### config.mk
export PLATFORM = sky130hd
export DESIGN_NAME = kim_sync_fifo
export DESIGN_NICKNAME = d
export VERILOG_FILES = /design/src/rtl/kim_sync_fifo.sv
export SDC_FILE = /design/constraint.sdc
export NUM_CORES = 1
export LEC_CHECK = 0
export BUFFER_PORTS_ARGS = -buffer_cell sky130_fd_sc_hd__buf_2
export CAP_MARGIN = 30
export CORE_ASPECT_RATIO = 0.6
export CORE_MARGIN = 4
export CORE_UTILIZATION = 60
export CTS_CLUSTER_SIZE = 25
export DETAILED_ROUTE_END_ITERATION = 16
export PLACE_DENSITY_LB_ADDON = 0.1
export SETUP_SLACK_MARGIN = 0.1
export SYNTH_ARGS = -nofsm -noshare
export SYNTH_HDL_FRONTEND = slang
export SYNTH_SLANG_ARGS = --single-unit
### constraint.sdc
create_clock -name clk -period 5.1 [get_ports clk]
set_input_delay 0.51 -clock clk [delete_from_list [all_inputs] [get_ports clk]]
set_output_delay 0.51 -clock clk [all_outputs]
set_load 0.03 [all_outputs]
### src/rtl/kim_sync_fifo.sv
// Single-clock valid/ready FIFO: register array plus a registered output word
// (first-word-fall-through, no bypass), with registered occupancy and almost-full.
module kim_sync_fifo #(
  parameter int DATA_WIDTH         = 8,
  parameter int ADDR_WIDTH         = 4,
  parameter int ALMOST_FULL_THRESH = 12
) (
  input  logic                  clk,
  input  logic                  rst_n,
  input  logic                  s_valid,
  output logic                  s_ready,
  input  logic [DATA_WIDTH-1:0] s_data,
  output logic                  m_valid,
  input  logic                  m_ready,
  output logic [DATA_WIDTH-1:0] m_data,
  output logic [ADDR_WIDTH:0]   count,
  output logic                  almost_full
);

  localparam int DEPTH = 1 << ADDR_WIDTH;
  localparam int PW    = ADDR_WIDTH + 1;
  localparam logic [PW-1:0] FULL_CNT = PW'(DEPTH);
  localparam logic [PW-1:0] AF_TH    = PW'(ALMOST_FULL_THRESH);

  logic [DATA_WIDTH-1:0] mem_q [DEPTH];

  logic [PW-1:0]         wr_ptr_q, wr_ptr_d;
  logic [PW-1:0]         rd_ptr_q, rd_ptr_d;
  logic                  m_valid_q, m_valid_d;
  logic [DATA_WIDTH-1:0] m_data_q, m_data_d;
  logic [PW-1:0]         count_q, count_d;
  logic                  almost_full_q, almost_full_d;
  logic                  ready_en_q;

  logic [PW-1:0] mem_cnt, mem_cnt_nxt;
  logic          empty, full;
  logic          wr_en, load, rd_hs;

  // s_ready comes only from flops so it never combinationally depends on s_valid/m_ready.
  always_comb begin
    mem_cnt = wr_ptr_q - rd_ptr_q;
    empty   = (mem_cnt == '0);
    full    = (mem_cnt == FULL_CNT);
    s_ready = ready_en_q & ~full;
    wr_en   = s_valid & s_ready;
    rd_hs   = m_valid_q & m_ready;
    load    = ~empty & (~m_valid_q | m_ready);
  end

  always_comb begin
    wr_ptr_d = wr_ptr_q + PW'(wr_en);
    rd_ptr_d = rd_ptr_q + PW'(load);

    m_valid_d = m_valid_q;
    m_data_d  = m_data_q;
    if (load) begin
      m_valid_d = 1'b1;
      m_data_d  = mem_q[rd_ptr_q[ADDR_WIDTH-1:0]];
    end else if (rd_hs) begin
      m_valid_d = 1'b0;
    end

    count_d = count_q;
    if (wr_en && !rd_hs)
      count_d = count_q + PW'(1);
    else if (!wr_en && rd_hs)
      count_d = count_q - PW'(1);

    mem_cnt_nxt   = wr_ptr_d - rd_ptr_d;
    almost_full_d = (mem_cnt_nxt >= AF_TH);
  end

  always_ff @(posedge clk or negedge rst_n) begin
    if (!rst_n) begin
      wr_ptr_q      <= '0;
      rd_ptr_q      <= '0;
      m_valid_q     <= 1'b0;
      m_data_q      <= '0;
      count_q       <= '0;
      almost_full_q <= 1'b0;
      ready_en_q    <= 1'b0;
    end else begin
      wr_ptr_q      <= wr_ptr_d;
      rd_ptr_q      <= rd_ptr_d;
      m_valid_q     <= m_valid_d;
      m_data_q      <= m_data_d;
      count_q       <= count_d;
      almost_full_q <= almost_full_d;
      ready_en_q    <= 1'b1;
    end
  end

  // Storage is deliberately left unreset; only pointers define what is valid.
  always_ff @(posedge clk) begin
    if (wr_en)
      mem_q[wr_ptr_q[ADDR_WIDTH-1:0]] <= s_data;
  end

  assign m_valid     = m_valid_q;
  assign m_data      = m_data_q;
  assign count       = count_q;
  assign almost_full = almost_full_q;

endmodule

### Word-level counts from Yosys, hierarchy flattened

Memories as Yosys holds them, arrays and structs flattened. A register that Yosys moved wholly into a read port is not among the register bits.
Index checks and enable logic that the tools add are counted.

| word-level totals | value |
|---|---|
| logic and storage cells | 37 |
| memories kept | 1 |
| bits in registers | 18 |
| output and inout bits | 16 |
| input bits | 12 |
| bits in writable memories | 128 |

| cells by class | value |
|---|---|
| add/sub/neg operators | 6 |
| order comparisons | 1 |
| reduce and logical (&&, ||, !) cells | 8 |
| muxes and demuxes | 6 |
| bitwise logic cells | 8 |
| equal/unequal tests | 1 |

Memories:

| memory | depth | width | read ports | clocked after memory_dff | write ports | line | source |
|---|---|---|---|---|---|---|---|
| mem_q | 16 | 8 | 1 | 1 | 1 | 25 | `logic [DATA_WIDTH-1:0] mem_q [DEPTH];` |

Operators by type and width:

| operator | count |
|---|---|
| $add 5x1->5 | 2 |
| $mux 5 | 2 |
| $sub 5x5->5 | 2 |
| $add 5x1->5 const B | 1 |
| $eq 5x5->1 const B | 1 |
| $ge 5x4->1 const B | 1 |
| $logic_not 5->1 | 1 |
| $sub 5x1->5 const B | 1 |
| $and 1x1->1 | 4 |
| $mux 1 | 4 |
| $reduce_bool 2->1 | 2 |
| $logic_not 1->1 | 3 |
| $not 1->1 | 3 |
| $logic_and 1x1->1 | 2 |
| $or 1x1->1 | 1 |

### Logic depth before layout (Yosys ltp)

| depth | value |
|---|---|
| word-level depth | 9 |
| depth in mapped cells | 19 |
| depth with buffers taken out | 16 |

### Worst setup path before layout

Ideal clock, no wire load.

| timing path | value |
|---|---|
| path type | register to register |
| from | register rd_ptr_q[1] |
| to | register almost_full_q (netlist: almost_full) |
| buffers on the path | 3 |
| arrival | 3848 ps |
| cell stages (with the launch flop) | 18 |
| path slack | 1166 ps |
| library setup time | 87 ps |
| path through | dfrtp_1 buf_2 buf_1 inv_1 ha_1 nor2b_1 xnor2_1 or2_2 o21ai_2 buf_6 nor2_1 ha_1 ha_1 fa_1 maj3_1 a21oi_1 xnor3_1 o211ai_1 |

| between the ends | value |
|---|---|
| word-level cells in the longest chain between the ends | 8 |
| elaborated cells between the ends (all ways) | 12 |

Ends and longest elaborated chain:

| item | line | source |
|---|---|---|
| from (decl) | 28 | `logic [PW-1:0] rd_ptr_q, rd_ptr_d;` |
| from (signal assigned) | 84 | `rd_ptr_q <= rd_ptr_d;` |
| $sub 5x5->5 | 41 | `mem_cnt = wr_ptr_q - rd_ptr_q;` |
| $eq 5x5->1 | 43 | `full = (mem_cnt == FULL_CNT);` |
| $not 1->1 | 44 | `s_ready = ready_en_q & ~full;` |
| $and 1x1->1 | 44 |  |
| $and 1x1->1 | 45 | `wr_en = s_valid & s_ready;` |
| $add 5x1->5 | 51 | `wr_ptr_d = wr_ptr_q + PW'(wr_en);` |
| named net wr_ptr_d[1] | 27 | `logic [PW-1:0] wr_ptr_q, wr_ptr_d;` |
| $sub 5x5->5 | 69 | `mem_cnt_nxt = wr_ptr_d - rd_ptr_d;` |
| $ge 5x4->1 | 70 | `almost_full_d = (mem_cnt_nxt >= AF_TH);` |
| named net almost_full_d | 32 | `logic almost_full_q, almost_full_d;` |
| to (signal assigned) | 88 | `almost_full_q <= almost_full_d;` |
| to (decl) | 32 |  |

The timed path passes the listed nets, and every way through them passes these cells.
A chain may end at the register's enable or synchronous reset.

### Final worst setup path

| timing path | value |
|---|---|
| from | register wr_ptr_q[0] |
| to | register almost_full_q (netlist: almost_full) |

| between the ends | value |
|---|---|
| word-level cells in the longest chain between the ends | 8 |
| elaborated cells between the ends (all ways) | 12 |

Ends and longest elaborated chain:

| item | line | source |
|---|---|---|
| from (decl) | 27 |  |
| from (signal assigned) | 83 | `wr_ptr_q <= wr_ptr_d;` |
| $sub 5x5->5 | 41 |  |
| $eq 5x5->1 | 43 |  |
| $not 1->1 | 44 |  |
| $and 1x1->1 | 44 |  |
| $and 1x1->1 | 45 |  |
| $add 5x1->5 (*) | 51 |  |
| named net wr_ptr_d[1] | 27 |  |
| $sub 5x5->5 (*) | 69 |  |
| $ge 5x4->1 (*) | 70 |  |
| named net almost_full_d | 32 |  |

Mark *: on every way through the listed nets, which the timed path passes. The rest lies on a longest branch.

==> key figures <==
Critical path
  – Register-to-register setup slack: 870 ps
  – FF-to-FF End: almost_full$_DFF_PN0_
  – Critical Path Fanout Max: 18
  – Arrival @ worst endpoint: 4570 ps
  – Critical path class: reg -> reg
  – Worst r2r src: wr_ptr_q[0]$_DFF_PN0_
  – Critical path required time: 5440 ps
  – Critical path capture point type: flop
  – Worst setup SP type: flop
  – Critical Path Source: wr_ptr_q[0]$_DFF_PN0_
  – Worst-case reg-to-reg path depth: 15

Clocking
  – Post-cts resize count: 0
  – Clk root buf: clkbuf_16
  – Clk buf depth: 2
  – TritonCTS Buffers: 17
  – # H-tree levels: 4
  – Clock transition at path regs: 60 ps
  – Number of post-CTS setup repair buffers: 0
  – CTS tree: yes
  – Hold_buf cts: 0
  – Clk sinks: 154
  – Skew-Pair Late Insertion Delay: 420 ps

Logic synthesis
  – Post-synth EDFFs: 128
  – XOR/XNOR Fraction of Synth Area: 0.02631
  – Post-Synthesis Cells: roughly 350
  – Synth Area in Compound Gates: 0.03566
  – Fraction of registers with async set/reset: 0.1688
  – Post-Synth Adder-Cell Area: 0.03702
  – Synth cell count leaders: edfxtp_1 (128), mux4_2 (32), dfrtp_1 (26)
  – Seq/Total Area, Yosys: 0.6999
  – Synth Area per Inst: 18.61 sq um
  – Post-synthesis mux area share: 0.1343
  – Dominant synthesized flop cell: edfxtp_1
  – Most frequent cell after synthesis: edfxtp_1
  – Netlist cell types: 42
  – Syn_nets: 374
  – Largest family of logic cells by synthesized area: multiplexers
  – Ranking of synthesized cells by area: edfxtp_1 (60%), mux4_2 (11%), dfrtp_1 (10%)
  – Yosys top cell area share: 0.5986
  – #FFs+latches synth: approximately 150
  – Simple-Gate Fraction of Synth Area: 0.04443
  – Largest area contributor in the netlist: edfxtp_1
  – Synth Cell Area: 6421 sq um
  – Synth warn: 0

Placement
  – Routability cong.: between 0.7 and 0.8
  – Area after DPL: 6857 sq um
  – Port Buf Inserts: 27
  – Setup WS pre-CTS: 911.0 ps
  – Detailed placement HPWL: 8.839 mm

Layout
  – Register Area: 4496 sq um
  – Layout cells sized above 1: 0.3341
  – Layout Nets: 426
  – Final Util: 0.7422
  – Antenna cells: 0
  – Multi-input logic area: 1862 sq um
  – Finished Cell Area: 7541 sq um
  – Fill count: 588
  – Area growth from synthesis to layout: 17.44%

Timing
  – Final Max Slew Viols: 0
  – Fin crit share: 0.8297
  – Least-Margin Pin Slew: between 800 and 900 ps
  – Clock Skew: between 10 and 15 ps
  – Setup TNS: 0 ps
  – Max Fclk: 236.3 MHz
  – RSZ-0062 raised after global routing: no
  – Max transition margin: 0.4410
  – Worst setup margin: 868.5 ps
  – Final setup vio count: 0
  – Final Hold Fails: 0
  – Min Tclk post-route: 4232 ps

GRT
  – Grt ovf: 0
  – Largest net degree at the start of global routing: 35
  – Vias in the first global route: 3523
  – First-pass GRT wire length: 21.01 mm
  – Initial antenna violation count: 0
  – Gr usage total: 0.2389

Run status
  – Status: finished, final reports clean

Detailed routing
  – Routed wire length: 13.44 mm
  – Vias per std cell: 6.295
  – Routed length per placed instance: 24.65 um
  – DR DRC count: 0
  – DR pass1 iterations: 4
  – Starting DRC count in detailed routing: 259
  – Antenna Violating Nets Remaining: 0
  – Vias: 3431

Die
  – Die area: 12480 sq um
  – Die Y: 88.13 um
  – # IOs: 28
  – Row Count: 28
  – Die Wd: 141.6 um
  – CORE AREA: 10160 sq um
  – Initial Utilization: 0.6320

Pwr
  – Sw Ratio: 0.3317
  – Comb pwr share: 0.357
  – Power Dens Cells: 632.7 nW/um^2
  – Flop pwr share: 0.352
  – NetSw: 1.583 mW
  – Tot Pwr: 4.771 mW
  – Design internal power: about 3.2 mW
  – Peak VDD IR: ~0.00035 V
  – P_leak: 2.704 nW
  – Clk pwr share: 0.291

Flow run
  – Max cap viols: 0

Min path
  – Hold WC Path Type: in -> async
[stage by stage]
stage               hold slack (ps)  instances
finish                        97.33        545
global route                  154.1        545
CTS                           108.2        545
detailed placement            452.4        513
global placement              449.8        513
floorplan                     214.4        345
[routing by layer]
metal	track usage	wire length, um	up-vias
li1	-	-	1477
met1	0.3640	6053	1795
met2	0.3478	6267	142
met3	0.04637	956	17
met4	0.09233	158	0
met5	0	0	-
[flip-flops by register name, summed over array words and instances (netlist names)]
name	cells
rd_ptr_q	5
m_data	8
wr_ptr_q	5
ready_en_q	1
m_valid	1
almost_full	1
count	5
mem_q	128
[kinds of logic (layout without fill, tap and decap cells)]
| group | Yosys count | after routing |
|---|---|---|
| multiplexers | 42 | 42 |
| AO/OA/AOI/OAI | 31 | 31 |
| AND/OR/NAND/NOR | 56 | 56 |
| other | 1 | 1 |
| buffers and inverters | 27 | 92 |
| flip-flops | 154 | 154 |
| XOR/XNOR | 16 | 16 |
| adder cells (fa/ha/maj) | 18 | 18 |
[power by group through the flow]
| stage | sequential, mW | combinational (mW) | clock, mW |
|---|---|---|---|
| final | 1.68 | 1.70 | 1.39 |
| after floorplan | 1.76 | 1.21 | 0 |
| after detailed placement | 1.70 | 1.70 | 0 |
| after global routing | 1.70 | 1.86 | 1.46 |
| after global placement | 1.68 | 1.63 | 0 |
| after CTS | 1.68 | 1.71 | 1.40 |
[area by class of cell]
class / count / area share
multi-input combinational: 164 / 0.2469
clock buffer: 26 / 0.07898
clock inverter: 6 / 0.01178
inverter: 14 / 0.006969
tap: 135 / 0.02240
timing repair buffer: 46 / 0.03683
sequential: 154 / 0.5962
[how the worst max path moves through the flow]
stage / endpoint / slack, ps / depth (start not counted)
2_1_floorplan: almost_full$_DFF_PN0_ / 1170 / 17
3_3_place_gp: almost_full$_DFF_PN0_ / 1110 / 15
3_5_place_dp: almost_full$_DFF_PN0_ / 910 / 15
4_1_cts: almost_full$_DFF_PN0_ / 880 / 15
5_1_grt: almost_full$_DFF_PN0_ / 630 / 15
6_report: almost_full$_DFF_PN0_ / 870 / 15
[critical path, stage by stage (launching register included)]
cell and delay, ps:
dfrtp_1 640, inv_1 240, ha_1 280, nand3b_1 190, a211oi_1 280, a31oi_1 100, o21ai_2 120, buf_4 270
nor2_1 100, ha_1 210, ha_1 330, fa_1 480, maj3_1 360, a21oi_1 190, xnor3_1 240, o211ai_1 100
[cells in the final DEF, fill, tap and decap left out, types with 3 or more instances in the layout]
cell type,netlist,routed
a22oi_1,16,16
nand2_1,17,17
nand3b_1,4,4
edfxtp_1,128,128
ha_1,15,15
clkbuf_16,0,22
mux4_2,32,32
xor2_1,3,3
nor3_1,4,4
nor2_1,6,6
buf_2,1,27
a21oi_1,5,5
dfrtp_1,26,25
inv_1,14,14
buf_4,2,19
mux2_4,8,8
nand3_1,6,6
xnor2_1,10,10
nor4_2,0,12
clkbuf_8,0,3
Power figures use the tool's default switching activity.
